<file path="src/rtl/uart_rx.sv">
// 8N1 UART receiver: two-flop input synchroniser, mid-bit sampling FSM,
// one-cycle rx_valid / frame_err strobes and a held rx_data byte.
module uart_rx #(
  parameter int unsigned clk_rate  = 100_000_000,
  parameter int unsigned baud_rate = 115_200,
  parameter int unsigned clk_div   = clk_rate / baud_rate
) (
  input  logic       clk,
  input  logic       rst,
  input  logic       rx,
  output logic [7:0] rx_data,
  output logic       rx_valid,
  output logic       frame_err,
  output logic       rx_busy
);

  localparam logic [15:0] half_last = 16'(clk_div / 2 - 1);
  localparam logic [15:0] bit_last  = 16'(clk_div - 1);

  typedef enum logic [2:0] {IDLE, START, DATA, STOP, BREAK} state_t;

  state_t      state_q, state_d;
  logic [15:0] cnt_q, cnt_d;
  logic [2:0]  idx_q, idx_d;
  logic [7:0]  shift_q, shift_d;
  logic [7:0]  rx_data_q, rx_data_d;
  logic        rx_valid_q, rx_valid_d;
  logic        frame_err_q, frame_err_d;
  logic        rx_busy_q, rx_busy_d;
  logic        rx_meta_q, rx_sync_q;

  always_comb begin
    // NOTE: every variable gets a default first, so no path through the case can infer a latch.
    state_d     = state_q;
    cnt_d       = cnt_q + 16'd1;
    idx_d       = idx_q;
    shift_d     = shift_q;
    rx_data_d   = rx_data_q;
    rx_valid_d  = 1'b0;
    frame_err_d = 1'b0;

    case (state_q)
      IDLE: begin
        cnt_d = '0;
        idx_d = '0;
        if (!rx_sync_q) state_d = START;
      end
      START: begin
        // A start bit that is high again at mid-bit was only a glitch.
        if (cnt_q == half_last) state_d = rx_sync_q ? IDLE : DATA;
      end
      DATA: begin
        if (cnt_q == bit_last) begin
          shift_d[idx_q] = rx_sync_q;
          cnt_d          = '0;
          if (idx_q == 3'd7) state_d = STOP;
          else               idx_d   = idx_q + 3'd1;
        end
      end
      STOP: begin
        if (cnt_q == bit_last) begin
          if (rx_sync_q) begin
            rx_data_d  = shift_q;
            rx_valid_d = 1'b1;
            state_d    = IDLE;
          end else begin
            frame_err_d = 1'b1;
            state_d     = BREAK;
          end
        end
      end
      BREAK: begin
        if (rx_sync_q) state_d = IDLE;
      end
      default: state_d = IDLE;
    endcase

    if (state_d != state_q) cnt_d = '0;
    rx_busy_d = (state_d != IDLE);
  end

  always_ff @(posedge clk) begin
    // NOTE: non-blocking assignments so every flop here samples pre-edge values.
    if (rst) begin
      rx_meta_q   <= 1'b1;
      rx_sync_q   <= 1'b1;
      state_q     <= IDLE;
      cnt_q       <= '0;
      idx_q       <= '0;
      // NOTE: the shift register is plain flops, so it is reset with the rest rather than left X.
      shift_q     <= '0;
      rx_data_q   <= '0;
      rx_valid_q  <= 1'b0;
      frame_err_q <= 1'b0;
      rx_busy_q   <= 1'b0;
    end else begin
      rx_meta_q   <= rx;
      rx_sync_q   <= rx_meta_q;
      state_q     <= state_d;
      cnt_q       <= cnt_d;
      idx_q       <= idx_d;
      shift_q     <= shift_d;
      rx_data_q   <= rx_data_d;
      rx_valid_q  <= rx_valid_d;
      frame_err_q <= frame_err_d;
      rx_busy_q   <= rx_busy_d;
    end
  end

  assign rx_data   = rx_data_q;
  assign rx_valid  = rx_valid_q;
  assign frame_err = frame_err_q;
  assign rx_busy   = rx_busy_q;

endmodule

</file>
<file path="config.mk">
export PLATFORM = sky130hd
export DESIGN_NAME = uart_rx
export DESIGN_NICKNAME = d
export VERILOG_FILES = /design/src/rtl/uart_rx.sv
export SDC_FILE = /design/constraint.sdc
export NUM_CORES = 1
export LEC_CHECK = 0
export CORE_MARGIN = 1
export CORE_UTILIZATION = 55
export CTS_CLUSTER_DIAMETER = 100
export DETAILED_ROUTE_END_ITERATION = 16
export PLACE_DENSITY = 0.73
export RECOVER_POWER = 25
export SLEW_MARGIN = 20
export SYNTH_ARGS = -nofsm -noshare
export SYNTH_HDL_FRONTEND = slang
export SYNTH_SLANG_ARGS = --single-unit
</file>
<file path="constraint.sdc">
create_clock -name clk -period 4.6 [get_ports clk]
set_input_delay 0.69 -clock clk [delete_from_list [all_inputs] [get_ports clk]]
set_output_delay 0.69 -clock clk [all_outputs]
set_load 0.01 [all_outputs]
</file>
# == Yosys cells after proc, flatten, opt, wreduce, memory -nomap -nowiden ==
# Index checks and enable logic that the tools add are counted.
# classes
muxes,19
bitwise_logic,2
add_sub_neg,2
order_cmp,2
n_reduce_logical,9
eq_ne,10
# op_table
op,n
16-bit case mux with 2 select lines,1
3-bit 2-to-1 mux,9
"16-bit by 1-bit adder with 16-bit output, second input constant",1
"16-bit by 10-bit == test with 1-bit output, second input constant",1
"16-bit by 9-bit == test with 1-bit output, second input constant",1
16-bit 2-to-1 mux,1
3-bit case mux with 5 select lines,1
8-bit bitwise mux,1
"3-bit by 2-bit == test with 1-bit output, second input constant",2
"3-bit == test, second input constant",2
3-bit case mux with 2 select lines,1
3-bit AND reduction,2
"3-bit by 4-bit < comparator with 1-bit output, second input constant",1
"2-bit inequality test, second input constant",2
"3-bit by 1-bit adder with 3-bit output, second input constant",1
1-bit demux with 3-bit select,1
"3-bit by 1-bit == test with 1-bit output, second input constant",1
"3-bit by 1-bit >= comparator with 1-bit output, second input constant",1
3-bit logical NOT,1
1-bit 2-to-1 mux,3
3-bit inequality test,1
3-bit nonzero test,1
3-bit OR reduction,1
2-bit 2-to-1 mux,1
other kinds (5),6
# totals
out_inout_bits,11
input_bits,3
word_cells,54
register_bits,43

# == Depth between registers and ports, before layout ==
# depth
depth_word,6
depth_mapped,7
mapped_depth_nobuf,7

# == Least setup slack after synthesis ==
# OpenSTA, ideal clock, no wires.
# synth_path
path_kind,reg-to-reg
from,register cnt_q[12]
to,register rx_data_q[0] (netlist: rx_data[0])
setup_ns,0.128
required_time_ns,4.472
path_stages_with_launch,7
arrival_ns,1.843
period_less_slack_ns,1.970
setup_slack_ns,2.630
path_buffers,1
path_cell_list,dfxtp_1 or4_4 nor4_4 nand4_1 buf_2 mux2i_1 nor2_1
# synth_via
elab_chain_cells,2
# synth_rtl
element,line_no,source
"start, declared",23,"logic [15:0] cnt_q, cnt_d;"
"start signal, assigned",100,cnt_q <= cnt_d;
16-bit by 10-bit == test with 1-bit output,61,if (cnt_q == bit_last) begin
3-bit AND reduction (no source line),n/a,
"end signal, assigned",103,rx_data_q <= rx_data_d;
"end, declared",26,"logic [7:0] rx_data_q, rx_data_d;"
# No other way between the ends.
# A chain may end at the register's enable or synchronous reset.

# == Worst setup path after layout ==
# layout_path
from,register cnt_q[12]
to,register rx_data_q[6] (netlist: rx_data[6])
# Same word-level chain as after synthesis.

==> impl_metrics.csv <==
group,metric,value,unit
status,status,"finished clean",
floorplan,die_h,63.2,um
cts,clkSinkCount,43,
pwr,peakVddDrop,0.000232,V
synthesis,synth-edff-count,0,
synthesis,ys.flop_type,"dfxtp_1",
critical_path,worst_r2r_path_depth,5,
critical_path,crit_start,"cnt_q[12]$_SDFF_PP0_",
cts,insertion_delay,0.30,ns
timing,fmax,298,MHz
synthesis,netlist_instances,216,
finish,diodes,0,
critical_path,endpoint_kind,"flop",
pwr,pwr_density_cell,284,nW/um^2
placement,port_buffers,13,
finish,layout_common_cells,"dfxtp_1 (43), nor2_1 (37), mux2i_1 (17)",
drt,wl,3780,um
cts,ctsRootBufferMaster,"clkbuf_8",
placement,gp_congestion,0.774,
cts,post_cts_buffers,0,
finish,drive_gt1_frac,0.114,
cts,path_clk_slew,0.09,ns
flow_run,maxCapViolCount,0,
critical_path,cp_max_fo,9,
floorplan,placementRows,21,
grt,grt.total_usage,0.212,
grt,grt_first_pass_wirelength,6610,um
floorplan,start_util,0.593,
critical_path,critPathCapture,"rx_data[6]$_SDFFE_PP0P_",
critical_path,reg2reg_to,"rx_data[6]$_SDFFE_PP0P_",
worst_hold_path,holdPathStages,1,
drt,firstDrtPassIters,4,
critical_path,critPathBufInv,0,
critical_path,cp_cell_sequence,"or4_4, nor4_1, nand4_1, mux2i_1, nor2_1",
drt,wl_per_cell,13.8,um
cts,cts_htree_levels,2,
timing,finalSetupViolations,0,
cts,cts_tree,"yes",
critical_path,reg2reg_from,"cnt_q[12]$_SDFF_PP0_",
synthesis,synthesis.area,2060,um^2
floorplan,core-area,3470,um^2
cts,cts_made_buffers,5,
grt,first_global_vias,1470,
finish,fin_cells,274,
placement,dp_hpwl,2660,um
drt,drc,0,
timing,maxSlewViolCount,0,
synthesis,async_reset_ff_frac,0,
placement,placedCellCount,266,
grt,overflow,0,
finish,syn2layout_area_growth,8.88,%
floorplan,die_w,63.2,um
critical_path,startpoint_type,"flop",
cts,postCtsHoldBufs,0,
critical_path,critPathKind,"reg2reg",
synthesis,ys_warn_count,0,
critical_path,worstPathRequired,4.75,ns
timing,min_period,3.36,ns
synthesis,ys_ff_latch,43,
timing,relSlewSlack,0.127,
drt,drtIter0Drc,150,
critical_path,critical_path.top_delay_family,"simple AND/OR/NAND/NOR gates",
floorplan,dieArea,3990,um^2
critical_path,arrival,3.51,ns
pwr,p_leak,0.903,nW
timing,skew,0.00627,ns
synthesis,syn_avg_cell_area,9.52,um^2
critical_path,reg2reg_slack,1.24,ns
timing,hold_viol_final,0,
finish,final_common_cell,"dfxtp_1",
drt,vias,1529,
finish,nNetsFinal,234,
timing,grt_setup_unrepaired,"false",
critical_path,path_depth,5,
critical_path,cpPeakStageDelay,1.10,ns
grt,antenna_found_initial,0,
cts,clk_path_buf_depth,2,
timing,tightestPinTransition,1.30,ns
worst_hold_path,hold_class,"reg2reg",
drt,ant_nets,0,
drt,viasPerCell,5.58,
timing,fin_crit_sh,0.730,
synthesis,synthDistinctLibCells,47,
critical_path,cp_slowest_cell,"nor4_1",
synthesis,synth-seq-area-share,0.418,
cts,cts_resized,0,
synthesis,syn_nets,223,
grt,grt_max_degree,31,
floorplan,io_pins,14,
timing,final.setup.tns,0,ns
==> power breakdown <==
| part | switching, mW | internal, mW |
|---|---|---|
| Combinational | 0.0107 | 0.00751 |
| Sequential | 0.00317 | 0.374 |
| Clock | 0.133 | 0.108 |
| Total | 0.146 | 0.490 |
==> worst min path at each step <==
| stage | from | end | slack (ns) |
|---|---|---|---|
| after floorplan | rx_meta_q$_SDFF_PP1_ | rx_sync_q$_SDFF_PP1_ | 0.39 |
| after global placement | rx_meta_q$_SDFF_PP1_ | rx_sync_q$_SDFF_PP1_ | 0.39 |
| after detailed placement | rx_meta_q$_SDFF_PP1_ | rx_sync_q$_SDFF_PP1_ | 0.42 |
| after CTS | rx_meta_q$_SDFF_PP1_ | rx_sync_q$_SDFF_PP1_ | 0.44 |
| after global routing | rx_meta_q$_SDFF_PP1_ | rx_sync_q$_SDFF_PP1_ | 0.44 |
| final | rx_meta_q$_SDFF_PP1_ | rx_sync_q$_SDFF_PP1_ | 0.43 |
==> state kept, by name, indices dropped and copies added, names as in the netlist, 3 cells and up <==
| signal | count |
|---|---|
| cnt_q | 16 |
| rx_data | 8 |
| idx_q | 3 |
| state_q | 3 |
| shift_q | 8 |
==> stage by stage <==
stage / utilization / setup slack (ns) / hold WS, ns / power (mW) / area [um^2]
2_1_floorplan: - / 2.63 / 0.389 / 0.400 / 2060
3_3_place_gp: 0.626 / 2.04 / 0.393 / 0.403 / 2170
3_5_place_dp: 0.626 / 1.96 / 0.419 / 0.404 / 2170
5_1_grt: 0.646 / 0.932 / 0.437 / 0.660 / 2240
6_report: 0.646 / 1.24 / 0.428 / 0.636 / 2240
4_1_cts: 0.653 / 1.95 / 0.440 / 0.642 / 2270
==> kinds of logic after synthesis <==
| logic type | synth area share |
|---|---|
| AOI/OAI and AO/OA | 0.0663 |
| xor gates and xnor gates | 0.0596 |
| adders and majority gates | 0.0243 |
| buffers and inverters | 0.0389 |
| DFF | 0.418 |
| muxes | 0.0827 |
| and+or+nand+nor | 0.310 |
==> synthesized netlist by cell type, types with 2 or more instances <==
library cell	count	area, um^2
dfxtp_1	43	861
nor2_1	37	139
mux2i_1	17	170
nand2_1	13	48.8
xor2_1	11	96.3
nand4_1	10	62.6
nand3_1	9	45.0
a21oi_1	5	25.0
and3_1	4	25.0
clkbuf_1	4	15.0
ha_1	4	50.1
nand2b_1	4	25.0
nor2b_1	4	25.0
nor3_1	4	20.0
or2_2	4	25.0
clkbuf_8	3	41.3
xnor2_1	3	26.3
a31oi_1	2	12.5
inv_1	2	7.51
nand3_2	2	20.0
nor3b_1	2	15.0
o21ai_1	2	10.0
or2b_2	2	17.5
or4_4	2	22.5
==> routing by layer <==
layer | GRT usage | up-vias | part of all wire | wire [um]
li1 | - | 780 | - | -
met2 | 0.336 | 20 | 0.45 | 1710
met1 | 0.273 | 722 | 0.50 | 1900
met3 | 0.0525 | 7 | 0.029 | 109
met4 | 0.0843 | 0 | 0.016 | 61
met5 | 0 | - | 0 | 0
==> cell type report <==
type	count	area, um^2
Tap cell	46	57.6
Clock inverter	3	25.0
Inverter	2	7.51
Timing Repair Buffer	13	130
Sequential cell	43	861
Fill cell	306	1230
Multi-Input combinational cell	162	1090
Clock buffer	5	68.8
Note: power is estimated with default switching activity, not from simulation.
